`config.mk`:
```
export PLATFORM = sky130hd
export DESIGN_NAME = reservation_stations
export DESIGN_NICKNAME = d
export VERILOG_FILES = /design/src/rtl/reservation_stations.sv
export SDC_FILE = /design/constraint.sdc
export NUM_CORES = 2
export LEC_CHECK = 0
export BUFFER_PORTS_ARGS = -buffer_cell sky130_fd_sc_hd__clkbuf_2
export CAP_MARGIN = 20
export CORE_MARGIN = 1.5
export CORE_UTILIZATION = 64
export CTS_BUF_LIST = sky130_fd_sc_hd__clkbuf_8
export DETAILED_ROUTE_END_ITERATION = 8
export GPL_TIMING_DRIVEN = 0
export HOLD_SLACK_MARGIN = 0.06
export PLACE_DENSITY = 0.93
export RECOVER_POWER = 50
export SLEW_MARGIN = 40
export SYNTH_ARGS = -nofsm -noshare
export SYNTH_HDL_FRONTEND = slang
export SYNTH_SLANG_ARGS = --single-unit
```
`constraint.sdc`:
```
create_clock -name clk -period 13.9 [get_ports clk]
set_clock_uncertainty 0.1 [all_clocks]
set_input_delay 1.39 -clock clk [delete_from_list [all_inputs] [get_ports clk]]
set_output_delay 1.39 -clock clk [all_outputs]
set_load 0.005 [all_outputs]
```
`src/rtl/reservation_stations.sv`:
```
// Reservation-station array: accepts dispatched entries, wakes operands from two CDBs,
// and issues the oldest ready entry into a registered valid/ready issue slot.
module reservation_stations #(
  parameter int unsigned RS_SIZE = 8,
  parameter int unsigned TAG_W   = 6,
  parameter int unsigned DATA_W  = 32,
  parameter int unsigned CTRL_W  = 16,
  localparam int unsigned ID_W   = $clog2(RS_SIZE)
) (
  input  logic              clk,
  input  logic              reset,
  input  logic              flush,
  input  logic              alloc_valid,
  input  logic [ID_W-1:0]   alloc_id,
  input  logic [CTRL_W-1:0] alloc_ctrl,
  input  logic [TAG_W-1:0]  alloc_tag,
  input  logic [DATA_W-1:0] alloc_v1,
  input  logic [DATA_W-1:0] alloc_v2,
  input  logic [TAG_W-1:0]  alloc_t1,
  input  logic [TAG_W-1:0]  alloc_t2,
  input  logic [DATA_W-1:0] alloc_imm,
  input  logic [TAG_W-1:0]  cdb1_tag,
  input  logic [DATA_W-1:0] cdb1_value,
  input  logic [TAG_W-1:0]  cdb2_tag,
  input  logic [DATA_W-1:0] cdb2_value,
  output logic              issue_valid,
  input  logic              issue_ready,
  output logic [CTRL_W-1:0] issue_ctrl,
  output logic [TAG_W-1:0]  issue_tag,
  output logic [DATA_W-1:0] issue_v1,
  output logic [DATA_W-1:0] issue_v2,
  output logic [DATA_W-1:0] issue_imm,
  output logic [ID_W-1:0]   free_id,
  output logic              rs_full
);

  localparam logic [ID_W-1:0] AGE_MAX = ID_W'(RS_SIZE - 1);

  logic [RS_SIZE-1:0] busy;
  logic [CTRL_W-1:0]  ctrl [RS_SIZE];
  logic [TAG_W-1:0]   tag  [RS_SIZE];
  logic [DATA_W-1:0]  v1   [RS_SIZE];
  logic [DATA_W-1:0]  v2   [RS_SIZE];
  logic [TAG_W-1:0]   t1   [RS_SIZE];
  logic [TAG_W-1:0]   t2   [RS_SIZE];
  logic [DATA_W-1:0]  imm  [RS_SIZE];
  logic [ID_W-1:0]    age  [RS_SIZE];

  logic [RS_SIZE-1:0] ready;
  logic               any_ready;
  logic [ID_W-1:0]    sel_id;
  logic [ID_W-1:0]    sel_age;
  logic               load;
  logic               alloc_en;
  logic [DATA_W-1:0]  a_v1, a_v2;
  logic [TAG_W-1:0]   a_t1, a_t2;
  logic               free_found;

  // Oldest-ready select from registered state; strict compare keeps lowest index on ties.
  always_comb begin
    ready     = '0;
    any_ready = 1'b0;
    sel_id    = '0;
    sel_age   = '0;
    for (int unsigned i = 0; i < RS_SIZE; i++) begin
      ready[i] = busy[i] && (t1[i] == '0) && (t2[i] == '0);
      if (ready[i] && (!any_ready || (age[i] > sel_age))) begin
        any_ready = 1'b1;
        sel_id    = ID_W'(i);
        sel_age   = age[i];
      end
    end
  end

  always_comb begin
    free_id    = '0;
    free_found = 1'b0;
    for (int unsigned i = 0; i < RS_SIZE; i++) begin
      if (!busy[i] && !free_found) begin
        free_found = 1'b1;
        free_id    = ID_W'(i);
      end
    end
  end

  assign rs_full  = &busy;
  assign load     = any_ready && !flush && (!issue_valid || issue_ready);
  assign alloc_en = alloc_valid && !flush && !busy[alloc_id];

  // Capture operands broadcast in the same cycle as allocation.
  always_comb begin
    a_v1 = alloc_v1;
    a_t1 = alloc_t1;
    a_v2 = alloc_v2;
    a_t2 = alloc_t2;
    if (alloc_t1 != '0) begin
      if (alloc_t1 == cdb1_tag) begin
        a_v1 = cdb1_value;
        a_t1 = '0;
      end else if (alloc_t1 == cdb2_tag) begin
        a_v1 = cdb2_value;
        a_t1 = '0;
      end
    end
    if (alloc_t2 != '0) begin
      if (alloc_t2 == cdb1_tag) begin
        a_v2 = cdb1_value;
        a_t2 = '0;
      end else if (alloc_t2 == cdb2_tag) begin
        a_v2 = cdb2_value;
        a_t2 = '0;
      end
    end
  end

  always_ff @(posedge clk or negedge reset) begin
    if (!reset) begin
      busy <= '0;
      for (int unsigned i = 0; i < RS_SIZE; i++) begin
        ctrl[i] <= '0;
        tag[i]  <= '0;
        v1[i]   <= '0;
        v2[i]   <= '0;
        t1[i]   <= '0;
        t2[i]   <= '0;
        imm[i]  <= '0;
        age[i]  <= '0;
      end
    end else if (flush) begin
      busy <= '0;
      for (int unsigned i = 0; i < RS_SIZE; i++) age[i] <= '0;
    end else begin
      for (int unsigned i = 0; i < RS_SIZE; i++) begin
        if (alloc_en && (alloc_id == ID_W'(i))) begin
          busy[i] <= 1'b1;
          ctrl[i] <= alloc_ctrl;
          tag[i]  <= alloc_tag;
          v1[i]   <= a_v1;
          t1[i]   <= a_t1;
          v2[i]   <= a_v2;
          t2[i]   <= a_t2;
          imm[i]  <= alloc_imm;
          age[i]  <= '0;
        end else if (busy[i]) begin
          if (t1[i] != '0) begin
            if (t1[i] == cdb1_tag) begin
              v1[i] <= cdb1_value;
              t1[i] <= '0;
            end else if (t1[i] == cdb2_tag) begin
              v1[i] <= cdb2_value;
              t1[i] <= '0;
            end
          end
          if (t2[i] != '0) begin
            if (t2[i] == cdb1_tag) begin
              v2[i] <= cdb1_value;
              t2[i] <= '0;
            end else if (t2[i] == cdb2_tag) begin
              v2[i] <= cdb2_value;
              t2[i] <= '0;
            end
          end
          if (load && (sel_id == ID_W'(i))) busy[i] <= 1'b0;
          if (alloc_en && (age[i] != AGE_MAX)) age[i] <= age[i] + ID_W'(1);
        end
      end
    end
  end

  // Issue slot: load on free or draining slot, hold under backpressure.
  always_ff @(posedge clk or negedge reset) begin
    if (!reset) begin
      issue_valid <= 1'b0;
      issue_ctrl  <= '0;
      issue_tag   <= '0;
      issue_v1    <= '0;
      issue_v2    <= '0;
      issue_imm   <= '0;
    end else if (flush) begin
      issue_valid <= 1'b0;
    end else if (load) begin
      issue_valid <= 1'b1;
      issue_ctrl  <= ctrl[sel_id];
      issue_tag   <= tag[sel_id];
      issue_v1    <= v1[sel_id];
      issue_v2    <= v2[sel_id];
      issue_imm   <= imm[sel_id];
    end else if (issue_valid && issue_ready) begin
      issue_valid <= 1'b0;
    end
  end

endmodule

```
# == After elaboration in Yosys (flattened, before gate mapping) ==
# Cells that the tools add are included.
# word_totals
romBits,0
latchBits,0
memories,0
mem_bits_rw,0
output_inout_bits,123
reg_bits,1191
# classes
eq_ne,58
muxes,278
mul,0
magnitude_cmp,9
add_sub_neg,8
n_reduce_logical,217
shifts,0
n_div,0
bitwise,2
# ops
cell,count
$mux 32,92
$mux 6,88
$bmux 32 s3,3
$eq 6x6->1,36
$mux 3,42
$reduce_bool 6->1,18
$reduce_bool 3->1,33
$logic_not 6->1,16
$reduce_and 4->1,16
$logic_and 1x1->1,59
$bmux 16 s3,1
$reduce_bool 2->1,24
$mux 1,45
$reduce_and 2->1,17
$mux 16,2
$add 3x1->3 const B,8
$eq 3x3->1 const B,8
$mux 24,1
$ne 3x3->1 const B,8
$logic_not 1->1,23
$gt 3x3->1,7
$bmux 6 s3,1
$eq 3x2->1 const B,4
$logic_or 1x1->1,8
other kinds (10),12

# == Longest topological paths before layout ==
# depth
depth_word,39
depth_mapped,58
mapped_depth_nobuf,52

# == Worst setup path before layout ==
# Ideal clock, no wire load.
# synth_path
path_type,register to register
from,reg t1[44] (netlist name)
to,reg issue_v1[0]
path_buffers,4
arrival_time_ps,10878
required_time_ps,13707
path_stages_with_launch,55
setup_slack_ps,2829
setup_time_ps,93
cell_sequence,dfrtp_1 -> nor4_2 -> and4_1 -> buf_2 -> nand2_1 -> ha_1 -> a211oi_1 -> o311ai_0 -> o31a_1 -> ha_1 -> nor2b_1 -> o21ai_0 -> a21o_1 -> a21oi_1 -> mux2_2 -> ha_1 -> nor2b_1 -> o21a_1 -> (+19 left out) -> nor2b_1 -> o21a_1 -> o21ai_0 -> a21o_1 -> nor2_1 -> a21o_1 -> ha_1 -> nor2b_1 -> o21a_1 -> o2111ai_1 -> o31ai_4 -> a221oi_2 -> a21o_1 -> buf_2 -> buf_2 -> buf_2 -> mux2_2 -> o221ai_1
# synth_between
elab_chain_len,36
elab_cells_between_ends,60
classes_between,7 x order compare; 25 x mux; 1 x bitwise; 27 x reduce/logical
# synth_rtl
element,line,text
"start, declared",44,logic [TAG_W-1:0] t1 [RS_SIZE];
"start signal, assigned by index",139,t1[i] <= a_t1;
$logic_not 6->1 (*),66,ready[i] = busy[i] && (t1[i] == '0) && (t2[i] == '0);
$logic_and 1x1->1 (*) (2 in a row),66,
$mux 3 / $mux 1 (equally long branches),67,if (ready[i] && (!any_ready || (age[i] > sel_age))) begin
$gt 3x3->1 / $logic_not 1->1 (equally long branches),67,
$logic_or 1x1->1,67,
$logic_and 1x1->1,67,
$mux 3 / $mux 1 (equally long branches),67,
$gt 3x3->1 / $logic_not 1->1 (equally long branches),67,
(+18 left out),n/a,
$mux 3 / $mux 1 (equally long branches),67,
$gt 3x3->1 / $logic_not 1->1 (equally long branches),67,
$logic_or 1x1->1,67,
$logic_and 1x1->1,67,
$mux 3,67,
$not 3->4 (implied by the code),185,issue_v1 <= v1[sel_id];
$bmux 32 s3,185,
$mux 32 (implied by the code) (2 in a row),185,
"end signal, assigned",185,
"end, declared",30,"output logic [DATA_W-1:0] issue_v1,"
# Every way passes the cells marked *; elsewhere a longest branch is shown, timed or not. The select of a mux whose other input is x is not followed.
# A chain may end at the register's enable or synchronous reset.

# == Final worst setup path ==
# layout_path
from,reg busy[0]
to,reg issue_v1[1]
# layout_between
elab_chain_len,35
elab_cells_between_ends,59
classes_between,7 x order compare; 25 x mux; 1 x bitwise; 26 x reduce/logical
# layout_rtl
element,line,text
"start, declared",39,logic [RS_SIZE-1:0] busy;
"start signal, assigned",118,busy <= '0;
"start signal, assigned",130,busy <= '0;
"start signal, assigned by index",135,busy[i] <= 1'b1;
$logic_and 1x1->1 (*) (2 in a row),66,
$mux 3 / $mux 1 (equally long branches),67,
$gt 3x3->1 / $logic_not 1->1 (equally long branches),67,
$logic_or 1x1->1,67,
$logic_and 1x1->1,67,
$mux 3 / $mux 1 (equally long branches),67,
$gt 3x3->1 / $logic_not 1->1 (equally long branches),67,
$logic_or 1x1->1,67,
(+17 left out),n/a,
$mux 3 / $mux 1 (equally long branches),67,
$gt 3x3->1 / $logic_not 1->1 (equally long branches),67,
$logic_or 1x1->1,67,
$logic_and 1x1->1,67,
$mux 3,67,
$not 3->4 (implied by the code),185,
$bmux 32 s3,185,
$mux 32 (implied by the code) (2 in a row),185,
# Marked as above.

==> results_dict.tcl <==
set metrics [dict create \
    yosys.area.top_type "dfrtp_1" \
    htreeDepth 4 \
    place_congestion 1.058 \
    p_clk_share_pct 33.0 \
    worstHoldPathType "flop to flop" \
    syn_avg_cell_area_um2 8.561 \
    seqCellArea_um2 29800 \
    synth_top_area_share_pct 42.98 \
    cts_inserted_buffers 195 \
    place_ws_ns -0.1137 \
    grt.overflow.total 0 \
    crit_type "flop to flop" \
    max_slew_margin_pct -154.8 \
    multiInputGateArea_um2 36180 \
    synthFlopType "dfrtp_1" \
    cp_max_fo 10 \
    post_cts_resized 4 \
    rsz0062_at_grt "false" \
    grt_max_degree 76 \
    synth_area_um2 69340 \
    layout_setup_ws_ns 0.5254 \
    utilization_pct 71.93 \
    worst_setup_path_end_kind "flop" \
    p_int_w 0.006773 \
    finalMaxSlewViolations 951 \
    violations "DRC, capacitance limit, slew limit" \
    ios 337 \
    drive_above_1_share_pct 11.77 \
    row_count 120 \
    dpl.hpwl_mm 198.6 \
    cellPowerDensity_nw_per_um2 132.0 \
    vias 68338 \
    crit_required_ns 14.56 \
    max_freq_mhz 74.77 \
    portBuffers 205 \
    power_frac_seq_pct 46.2 \
    worst_pin_slew_ns 3.822 \
    yosys_warnings 0 \
    nFillCells 7872 \
    viasPerCell 6.741 \
    synth.distinct_cells 68 \
    drc_errors 7 \
    synth_area_leaders "dfrtp_1, mux2i_1, nand2_1, a21oi_1, nor2_1" \
    cts_setup_buffers 0 \
    p_leak_nw 35.51 \
    drt_iter0_markers 11580 \
    cts-root-buf "clkbuf_8" \
    grt_usage_pct 49.42 \
    worstSkewPairLatency_ns 0.96 \
    crit_top_cell "ha_1" \
    die-width_um 332.2 \
    cp_slowest_stage_delay_ns 0.71 \
    crit_arrival_ns 14.03 \
    fp.dieArea_um2 110300 \
    worst_setup_path_start_kind "flop" \
    finalHoldViolations 0 \
    netSwitchingPower_w 0.003406 \
    fin_crit_sh_pct 96.22 \
    peakVddDrop_v 0.0001510 \
    worst_path_max_delay_cell "clkbuf_1" \
    synth_edf_count 0 \
    combPwrFrac_pct 20.9 \
    p_sw_share_pct 33.47 \
    yosysMostFrequentCell "nand2_1" \
    total_power_w 0.01018 \
    routedWlPerCell_um 27.49 \
    tritoncts "yes" \
    synthCells 8100 \
    netlist_top_cells_count "nand2_1, dfrtp_1, mux2i_1, nor2_1, a21oi_1" \
    start_util_pct 64.68 \
    ys_ff_latch 1191 \
    chipHeight_um 332.2 \
    outcome "finished, violations left" \
    drv_cap 18 \
    min_period_ns 13.37 \
    setup_viol 0 \
    grt_antenna_before_repair 37 \
    asyncSetResetFlopFracSynth_pct 100.0 \
    grt_pass1_vias 66672 \
    ys_seq_area_share_pct 42.98 \
    core_um2 107200 \
    ant_nets 0 \
    drtPass1Iterations 9 \
    syn_nets 8351 \
    cts_buffer_depth 3 \
    grt_first_pass_wirelength_mm 409.8 \
    wirelength_mm 278.7 \
    ctsHoldBuffers 0 \
    nets 8797 \
    clk_pin_slew_worst_paths_ns 0.06 \
    syn_to_final_growth_pct 11.20 \
    cts.sinks 1191 \
]
[state kept, by name, indices dropped and copies added (netlist names)]
name and count:
age 24, busy 8, ctrl 128, imm 256, issue_ctrl 16, issue_imm 32, issue_tag 6, issue_v1 32
issue_v2 32, issue_valid 1, t1 48, t2 48, tag 48, v1 256, v2 256
[power by group through the flow]
stage	Sequential (W)	Combinational [W]	Clock (W)
2_1_floorplan	0.00455	0.00136	0
3_3_place_gp	0.00468	0.00191	0
3_5_place_dp	0.00470	0.00204	0
4_1_cts	0.00466	0.00208	0.00328
5_1_grt	0.00475	0.00231	0.00344
6_report	0.00470	0.00212	0.00336
[worst max-delay path: cells and delay by family (launching register included)]
family,cells,cell delay (ns)
flip-flops,1,0.66
AO/OA/AOI/OAI,23,5.23
adder cells (fa/ha/maj),7,1.94
buffers and inverters,5,1.69
multiplexers,4,1.35
AND/OR/NAND/NOR,13,2.19
[cell type report]
cell class / count / area share (%)
multi-input combinational: 6092 / 46.92
buffer: 791 / 4.783
clock inverter: 97 / 0.8762
tap: 1403 / 2.277
clock buffer: 254 / 4.534
timing repair buffer: 250 / 1.730
antenna: 34 / 0.1103
inverter: 25 / 0.1217
sequential: 1191 / 38.65
[logic make-up after synthesis]
| family | synth area share (%) |
|---|---|
| simple gates | 19.11 |
| buf+inv | 5.303 |
| flops | 42.98 |
| compound gates | 12.47 |
| fa+ha+maj | 0.6676 |
| xor+xnor | 2.829 |
| mux | 16.64 |
[worst paths after layout]
path / start / to / slack (ns) / cells past startpoint
setup / recovery: busy[0] / issue_v1[1] / 0.53 / 52
hold / removal: imm[110] / imm[110] / 0.37 / 2
setup reg to reg: busy[0] / issue_v1[1] / 0.53 / 52
hold reg to reg: imm[110] / imm[110] / 0.37 / 2
max in group asynchronous: reset / issue_imm[26] / 2.48 / 5
min in group asynchronous: reset / t2[24] / 0.94 / 1
[metal layers]
| metal | part of all wire (%) | track usage, % | routed length, um | vias to the layer above |
|---|---|---|---|---|
| met5 | 0.12 | 0 | 322 | - |
| met4 | 9.3 | 38.52 | 25820 | 32 |
| met3 | 15 | 18.41 | 40700 | 1666 |
| met2 | 42 | 71.90 | 117200 | 6048 |
| met1 | 34 | 59.25 | 94620 | 32320 |
| li1 | - | - | - | 28272 |
[stage by stage]
step	hold WS, ns	std cells	cell area (um2)	TNS [ns]
CTS	0.2908	10102	77320	0
floorplan	0.3450	8100	69340	0
detailed placement	0.3613	9751	73140	-0.1137
finish	0.3745	10137	77110	0
global placement	0.3561	9708	72120	-
global route	0.3920	10120	77070	0
[layout by cell type, fill, tap and decap left out, drive strengths merged, types with 127 or more instances in the layout]
| cell | instances |
|---|---|
| xnor2 | 132 |
| clkbuf | 1026 |
| nand3 | 249 |
| o21ai | 626 |
| mux2i | 1004 |
| nand2 | 1947 |
| mux2 | 128 |
| dfrtp | 1191 |
| buf | 269 |
| nor2b | 127 |
| a21oi | 588 |
| nor2 | 723 |
Note: power is estimated with default switching activity, not from simulation.
